===== src/rtl/cache_types.sv =====
// Shared types for the cache controller: mux selects, FSM states, counter width.
package cache_types;

    typedef enum logic [1:0] {
        ALL_DIS = 2'd0,
        ALL_EN  = 2'd1,
        CPU_EN  = 2'd2
    } write_en_sel_t;

    typedef enum logic {
        CPU_DATA = 1'b0,
        RAM_DATA = 1'b1
    } write_data_sel_t;

    typedef enum logic {
        CPU_ADDR = 1'b0,
        TAG_ADDR = 1'b1
    } ram_addr_sel_t;

    typedef enum logic [1:0] {
        IDLE      = 2'd0,
        COMPARE   = 2'd1,
        WRITEBACK = 2'd2,
        ALLOCATE  = 2'd3
    } cache_state_t;

    localparam int CNT_W = 32;

endpackage


===== src/rtl/cache_ctrl_plru.sv =====
// Tree pseudo-LRU for one set: heap-ordered node bits, 0 = LRU side is left.
module plru_tree #(
    parameter  int NUM_WAYS = 4,
    localparam int WAY_W    = $clog2(NUM_WAYS)
) (
    input  logic [NUM_WAYS-2:0] i_tree,
    input  logic [WAY_W-1:0]    i_way,
    output logic [NUM_WAYS-2:0] o_tree,
    output logic [WAY_W-1:0]    o_victim
);

    always_comb begin
        int   node;
        logic b;
        o_tree = i_tree;
        node   = 0;
        // Walk the accessed way's path, pointing every node away from it
        for (int l = 0; l < WAY_W; l++) begin
            b            = i_way[WAY_W-1-l];
            o_tree[node] = ~b;
            node         = 2 * node + 1 + int'(b);
        end
    end

    always_comb begin
        int   node;
        logic b;
        o_victim = '0;
        node     = 0;
        for (int l = 0; l < WAY_W; l++) begin
            b                   = i_tree[node];
            o_victim[WAY_W-1-l] = b;
            node                = 2 * node + 1 + int'(b);
        end
    end

endmodule


===== src/rtl/cache_ctrl.sv =====
// N-way write-back/write-allocate cache control FSM with per-set tree PLRU.
// Optional hit/miss counters are enabled by defining CACHE_PERF_CNT_EN.
module cache_ctrl
    import cache_types::*;
#(
    parameter  int NUM_WAYS = 4,
    parameter  int NUM_SETS = 8,
    localparam int SET_W    = $clog2(NUM_SETS)
) (
    input  logic                clk,
    input  logic                rst_n,
    input  logic                cpu_read,
    input  logic                cpu_write,
    input  logic [SET_W-1:0]    set_idx,
    input  logic [NUM_WAYS-1:0] hit_way,
    input  logic [NUM_WAYS-1:0] valid_way,
    input  logic [NUM_WAYS-1:0] dirty_way,
    input  logic                mem_resp,
    output logic                cpu_resp,
    output logic                mem_read,
    output logic                mem_write,
    output logic [NUM_WAYS-1:0] way_sel,
    output write_en_sel_t       write_en_sel,
    output write_data_sel_t     write_data_sel,
    output ram_addr_sel_t       ram_addr_sel,
    output logic                load_tag,
    output logic                set_valid,
    output logic                set_dirty,
    output logic                clr_dirty
`ifdef CACHE_PERF_CNT_EN
    ,
    output logic [CNT_W-1:0]    hit_count,
    output logic [CNT_W-1:0]    miss_count
`endif
);

    localparam int WAY_W = $clog2(NUM_WAYS);

    cache_state_t        r_state;
    cache_state_t        w_next;
    logic [NUM_WAYS-2:0] r_plru [NUM_SETS];
    logic [NUM_WAYS-1:0] r_victim;
    logic [NUM_WAYS-1:0] w_vic_oh;
    logic [NUM_WAYS-2:0] w_plru_upd;
    logic [WAY_W-1:0]    w_plru_vic;
    logic [WAY_W-1:0]    w_hit_idx;
    logic                w_hit;
    logic                w_vic_dirty;

    assign w_hit       = |hit_way;
    assign w_vic_dirty = |(w_vic_oh & valid_way & dirty_way);

    always_comb begin
        w_hit_idx = '0;
        for (int w = 0; w < NUM_WAYS; w++)
            if (hit_way[w]) w_hit_idx = WAY_W'(w);
    end

    // Lowest invalid way wins; PLRU only decides when the set is full
    always_comb begin
        w_vic_oh             = '0;
        w_vic_oh[w_plru_vic] = 1'b1;
        for (int w = NUM_WAYS - 1; w >= 0; w--) begin
            if (!valid_way[w]) begin
                w_vic_oh    = '0;
                w_vic_oh[w] = 1'b1;
            end
        end
    end

    plru_tree #(.NUM_WAYS(NUM_WAYS)) u_plru (
        .i_tree   (r_plru[set_idx]),
        .i_way    (w_hit_idx),
        .o_tree   (w_plru_upd),
        .o_victim (w_plru_vic)
    );

    always_comb begin
        w_next         = r_state;
        cpu_resp       = 1'b0;
        mem_read       = 1'b0;
        mem_write      = 1'b0;
        way_sel        = '0;
        write_en_sel   = ALL_DIS;
        write_data_sel = CPU_DATA;
        ram_addr_sel   = CPU_ADDR;
        load_tag       = 1'b0;
        set_valid      = 1'b0;
        set_dirty      = 1'b0;
        clr_dirty      = 1'b0;
        unique case (r_state)
            IDLE: begin
                if (cpu_read || cpu_write) w_next = COMPARE;
            end
            COMPARE: begin
                if (w_hit) begin
                    cpu_resp = 1'b1;
                    way_sel  = hit_way;
                    if (cpu_write) begin
                        write_en_sel = CPU_EN;
                        set_dirty    = 1'b1;
                    end
                    w_next = IDLE;
                end else begin
                    w_next = w_vic_dirty ? WRITEBACK : ALLOCATE;
                end
            end
            WRITEBACK: begin
                mem_write    = 1'b1;
                ram_addr_sel = TAG_ADDR;
                way_sel      = r_victim;
                if (mem_resp) w_next = ALLOCATE;
            end
            ALLOCATE: begin
                mem_read       = 1'b1;
                write_data_sel = RAM_DATA;
                way_sel        = r_victim;
                if (mem_resp) begin
                    write_en_sel = ALL_EN;
                    load_tag     = 1'b1;
                    set_valid    = 1'b1;
                    clr_dirty    = 1'b1;
                    w_next       = COMPARE;
                end
            end
            default: w_next = IDLE;
        endcase
    end

    always_ff @(posedge clk or negedge rst_n) begin
        if (!rst_n) begin
            r_state  <= IDLE;
            r_victim <= '0;
            for (int s = 0; s < NUM_SETS; s++) r_plru[s] <= '0;
        end else begin
            r_state <= w_next;
            if (r_state == COMPARE && !w_hit) r_victim <= w_vic_oh;
            if (r_state == COMPARE && w_hit) r_plru[set_idx] <= w_plru_upd;
        end
    end

`ifdef CACHE_PERF_CNT_EN
    logic             r_refill;
    logic [CNT_W-1:0] r_hit_cnt;
    logic [CNT_W-1:0] r_miss_cnt;

    assign hit_count  = r_hit_cnt;
    assign miss_count = r_miss_cnt;

    // Marks the re-compare after a fill so it is not counted as a hit
    always_ff @(posedge clk or negedge rst_n) begin
        if (!rst_n) begin
            r_refill   <= 1'b0;
            r_hit_cnt  <= '0;
            r_miss_cnt <= '0;
        end else begin
            r_refill <= (r_state == ALLOCATE) && mem_resp;
            if (r_state == COMPARE) begin
                if (w_hit && !r_refill && r_hit_cnt != '1)
                    r_hit_cnt <= r_hit_cnt + 1'b1;
                if (!w_hit && r_miss_cnt != '1)
                    r_miss_cnt <= r_miss_cnt + 1'b1;
            end
        end
    end
`endif

endmodule


===== config.mk =====
export PLATFORM = sky130hd
export DESIGN_NAME = cache_ctrl
export DESIGN_NICKNAME = d
export VERILOG_FILES = /design/src/rtl/cache_types.sv /design/src/rtl/cache_ctrl_plru.sv /design/src/rtl/cache_ctrl.sv
export SDC_FILE = /design/constraint.sdc
export NUM_CORES = 1
export LEC_CHECK = 0
export CAP_MARGIN = 40
export CORE_ASPECT_RATIO = 1.25
export CORE_MARGIN = 2
export CORE_UTILIZATION = 40
export DETAILED_ROUTE_END_ITERATION = 6
export DONT_BUFFER_PORTS = 1
export PLACE_DENSITY = 0.54
export SLEW_MARGIN = 30
export SYNTH_ARGS = -nofsm -noshare
export SYNTH_HDL_FRONTEND = slang
export SYNTH_SLANG_ARGS = --single-unit

===== constraint.sdc =====
create_clock -name clk -period 5.6 [get_ports clk]
set_input_delay 0.28 -clock clk [delete_from_list [all_inputs] [get_ports clk]]
set_output_delay 0.28 -clock clk [all_outputs]
set_load 0.05 [all_outputs]

# --- Word-level counts from Yosys, hierarchy flattened ---
# Index checks and enable logic that the tools add are counted.
# Widths: inputs -> output; s select.
op_classes:
  reduce_logical: 12
  bitwise: 5
  eq_ne: 6
  magnitude_cmp: 7
  mux: 42
  add_sub_neg: 2
ops:
  columns: ["operator", "n"]
  rows:
  - ["$lt 32x4->1 const B", 2]
  - ["$ge 32x1->1 const B", 1]
  - ["$bwmux 24", 1]
  - ["$mux 4", 5]
  - ["$mux 1", 16]
  - ["$mux 2", 8]
  - ["$bmux 3 s3", 1]
  - ["$demux 3 s3", 1]
  - ["$mux 3", 3]
  - ["$and 4x4->4", 2]
  - ["$pmux 2 s4", 1]
  - ["$pmux 4 s2", 1]
  - ["$reduce_or 4->1", 2]
  - ["$ne 2x2->1 const B", 3]
  - ["$logic_and 1x1->1", 5]
  - ["$add 1x1->2 const A", 2]
  - ["$demux 1 s2", 2]
  - ["$eq 2x2->1 const B", 2]
  - ["$ge 4x4->1 const B", 1]
  - ["$lt 4x1->1 const B", 1]
  - ["$not 3->4", 1]
  - ["$pmux 2 s2", 1]
  - ["$bwmux 3", 1]
  - ["$lt 2x3->1 const B", 1]
  - ["9 further kinds", 10]
word_totals:
  input_bits: 20
  output_inout_bits: 15
  register_bits: 30
  elab_cells: 84

# --- Depth between registers and ports, before layout ---
depth:
  ltp_word: 22
  ltp_mapped: 7
  ltp_nobuf: 7

# --- By module ---
# From an unflattened synthesis, not the netlist that was laid out.
hier_totals:
  cells_unflattened: 155
  area_unflattened_um2: 1819.2
modules_own_cells:
  columns: ["module", "seq_area_each_um2", "area_each_um2", "cells_per_inst", "instances"]
  rows:
  - ["cache_ctrl", 750.7, 1773.0, 148, 1]
  - ["plru_tree", 0.0, 46.3, 7, 1]

# --- Worst setup path before layout ---
# Ideal clock, no wire load.
synth_timing:
  path_kind: "register to output"
  startpoint: "register r_state[1]"
  endpoint: "output port write_en_sel[1]"
  t_arrival_ns: 2.501
  required_time_ns: 5.320
  n_path_buf: 1
  path_stages_with_launch: 6
  path_slack_ns: 2.819
  path_cell_list: "dfrtp_1 inv_1 ha_1 a21boi_1 and2_1 buf_4"
synth_via:
  elab_chain_len: 2
  word_cells_on_any_way: 3
  classes_between: "eq/ne (2); mux (1)"
synth_rtl:
  columns: ["item", "line", "text"]
  rows:
  - ["from (decl)", "cache_ctrl.sv:39", "cache_state_t r_state;"]
  - ["from (signal assigned)", "cache_ctrl.sv:136", "r_state <= w_next;"]
  - ["$eq 2x2->1 or $eq 2x1->1 (tied branches)", "cache_ctrl.sv:91", "unique case (r_state)"]
  - ["$pmux 2 s2 (*)", "cache_ctrl.sv:91", null]
  - ["to (decl)", "cache_ctrl.sv:23", "output write_en_sel_t write_en_sel,"]
# Every way passes the cells marked *; elsewhere a longest branch is shown, timed or not.

# --- Worst setup path after layout ---
# Same ends and word-level chain as after synthesis.

==> out/metrics.csv <==
stage,metric,value,unit
yosys,yosysTopAreaCell,dfrtp_1,
cells_and_area,final_cells,223,
floorplan,rows,26,
cts,post-cts-setup-buffer-count,0,
cts,clkLatencyLatePin,0.28,ns
floorplan,core_area,4130,µm²
yosys,yosysWarnings,0,
pwr,leakage,0.854,nW
drt,num_vias,1216,
placement,dp_cells,214,
yosys,synth_area_leaders,"dfrtp_1, mux2_2, ha_1, mux2i_1, nand2_1",
global_route,grt-ovfl-total,0,
yosys,synthDominantCellAreaShare,0.434,
cts,cts_buffer_depth,2,
cells_and_area,area_delta_synth_final,10.8,%
sta,setup_viol,0,
yosys,ys_ff_latch,30,
hold_path,min_to,r_victim[1],
global_route,antenna_found_initial,0,
drt,ant_nets,0,
yosys,synth.distinct_cells,36,
global_route,grt_pass1_wl,6410,µm
hold_path,worstHoldStart,valid_way[0],
worst_setup_path,r2r_start,r_state[1],
cells_and_area,multiInputGateArea,905,µm²
global_route,grt_pass1_vias,1281,
cells_and_area,nNetsFinal,192,
drt,firstDrtPassIters,4,
cts,ctsResizeCount,0,
floorplan,die_w,62.9,µm
cts,cts.sinks,30,
sta,tns,0,ns
pwr,ir_worst_vdd,131,µV
worst_setup_path,crit_arrival,2.32,ns
pwr,cellPowerDensity,476,nW/µm²
sta,tightest_slew,0.892,ns
run_status,status,completed,
drt,wl_per_cell,17.2,µm
sta,finalHoldViolCount,0,
cells_and_area,fillers,401,
floorplan,die_y,77.6,µm
cts,holdBufCountCts,2,
sta,clock_skew,0.00493,ns
floorplan,start_util,0.419,
sta,min_period,2.60,ns
yosys,postSynthAreaPerCell,11.0,µm²
run,cap_violations,0,
pwr,power.total,0.912,mW
cts,clock-root-buffer,clkbuf_8,
sta,max_freq,385,MHz
cts,clk_pin_slew,0.06,ns
placement,globalplace.congestion,0.728,
drt,drc,0,
drt,drtIter0Drc,54,
placement,pre_cts_ws,3.24,ns
placement,port_buffers,0,
global_route,grt_max_degree,31,
sta,layout_setup_ws,3.00,ns
hold_path,hold_class,in -> reg,
yosys,synth_area,1730,µm²
yosys,syn-instance-count,158,
sta,timing.final.crit_share,0.463,
worst_setup_path,crit_type,reg -> out,
drt,wirelength,3840,µm
yosys,ys_seq_area_frac,0.434,
floorplan,ioPinCount,35,
cts,htreeDepth,2,
floorplan,dieArea,4870,µm²
sta,slew_headroom,0.403,
sta,rsz0062_at_grt,false,
cells_and_area,drive_gt1_frac,0.287,
yosys,syn_nets,183,
worst_setup_path,reg2reg_slack,3.22,ns
worst_setup_path,critPathMaxFanout,7,
worst_setup_path,crit_path_end_kind,output port,
worst_setup_path,critPathLaunchType,flop,
cells_and_area,seqCellArea,751,µm²
global_route,grt.total_usage,0.173,
cells_and_area,fin_util,0.464,
sta,drv_slew,0,
hold_path,whs_path_depth,2,
cells_and_area,num_antenna_cells,0,
worst_setup_path,r2r_end,r_plru[15],
cts,cts_tree,done,
cts,cts_made_buffers,5,
placement,hpwl,2940,µm
drt,vias_per_cell,5.45,
worst_setup_path,reg2reg_depth,7,
worst_setup_path,required,5.32,ns
## worst max-delay path: stages (launching register included)
cell	delay (ns)
dfrtp_1	0.45
inv_1	0.14
ha_1	0.28
a21boi_1	0.19
buf_4	0.24
and2_1	0.50
buf_6	0.24
## worst max path at each step
stage	from	end	slack, ns	cells past startpoint
after global routing	r_state[1]	write_en_sel[1]	2.86	6
after CTS	r_state[1]	write_en_sel[1]	3.01	6
after floorplan	r_state[1]	write_en_sel[1]	2.82	5
after detailed placement	r_state[1]	r_plru[15]	3.24	7
final	r_state[1]	write_en_sel[1]	3.00	6
after global placement	r_state[0]	way_sel[0]	2.89	4
## layer usage
layer  vias to the layer above  wire length, µm  global-route usage
met5                         -                0                   0
met4                         0               43              0.0600
met3                         5              265              0.0594
met2                        36             2020               0.308
met1                       594             1510               0.192
li1                        581                -                   -
## synthesized netlist by cell type
| library cell | n |
|---|---|
| a21bo_2 | 1 |
| a21boi_1 | 1 |
| a21o_1 | 1 |
| a21oi_1 | 2 |
| a22o_1 | 2 |
| a22oi_1 | 5 |
| a31oi_1 | 2 |
| a41oi_1 | 1 |
| and2_1 | 4 |
| and3_1 | 1 |
| buf_1 | 1 |
| buf_4 | 5 |
| buf_6 | 1 |
| dfrtp_1 | 30 |
| ha_1 | 5 |
| inv_1 | 7 |
| mux2_2 | 30 |
| mux2i_1 | 6 |
| mux2i_4 | 1 |
| nand2_1 | 11 |
| nand2b_1 | 5 |
| nand3_1 | 4 |
| nor2_1 | 10 |
| nor2b_1 | 2 |
| nor3_1 | 3 |
| nor3b_1 | 1 |
| nor4_1 | 1 |
| o211ai_1 | 1 |
| o21ai_0 | 6 |
| o22a_1 | 1 |
| o22ai_1 | 2 |
| o31a_1 | 1 |
| o31ai_1 | 1 |
| o31ai_2 | 1 |
| o32ai_1 | 1 |
| or2_4 | 1 |
## state kept, by name, summed over array words and instances (netlist names)
signal,flops
r_victim,4
r_plru,24
r_state,2
## per-stage QoR
| step | instance area, µm² | hold slack (ns) |
|---|---|---|
| global placement | 1760 | -0.0146 |
| detailed placement | 1810 | -0.0142 |
| global route | 1920 | 0.177 |
| floorplan | 1730 | -0.0156 |
| CTS | 1920 | 0.176 |
| finish | 1920 | 0.179 |
## power breakdown
part	switching, mW	internal (mW)	leakage, nW
combinational	0.213	0.171	0.439
sequential	0.0532	0.317	0.377
clock	0.0740	0.0853	0.0383
## cell families after synthesis
family	after synthesis	share of synthesized area
AND/OR/NAND/NOR	43	0.122
multiplexers	37	0.243
flip-flops	30	0.434
AO/OA/AOI/OAI	29	0.120
buffers and inverters	14	0.0455
adder cells (fa/ha/maj)	5	0.0361
## cell usage in the layout (no fill, tap or decap), types with 5 or more instances in the layout
master,n
a22oi_1,5
buf_4,5
clkbuf_8,5
dfrtp_1,30
inv_1,7
mux2_2,30
mux2i_1,6
nand2_1,11
nand2b_1,5
nor2_1,10
o21ai_0,6
## cell type report
| class | instances | area share |
|---|---|---|
| sequential | 30 | 0.391 |
| timing repair buffer | 9 | 0.0470 |
| clock buffer | 7 | 0.0398 |
| tap | 56 | 0.0365 |
| multi-input combinational | 114 | 0.472 |
| inverter | 7 | 0.0137 |
(Power assumes the default switching activity.)
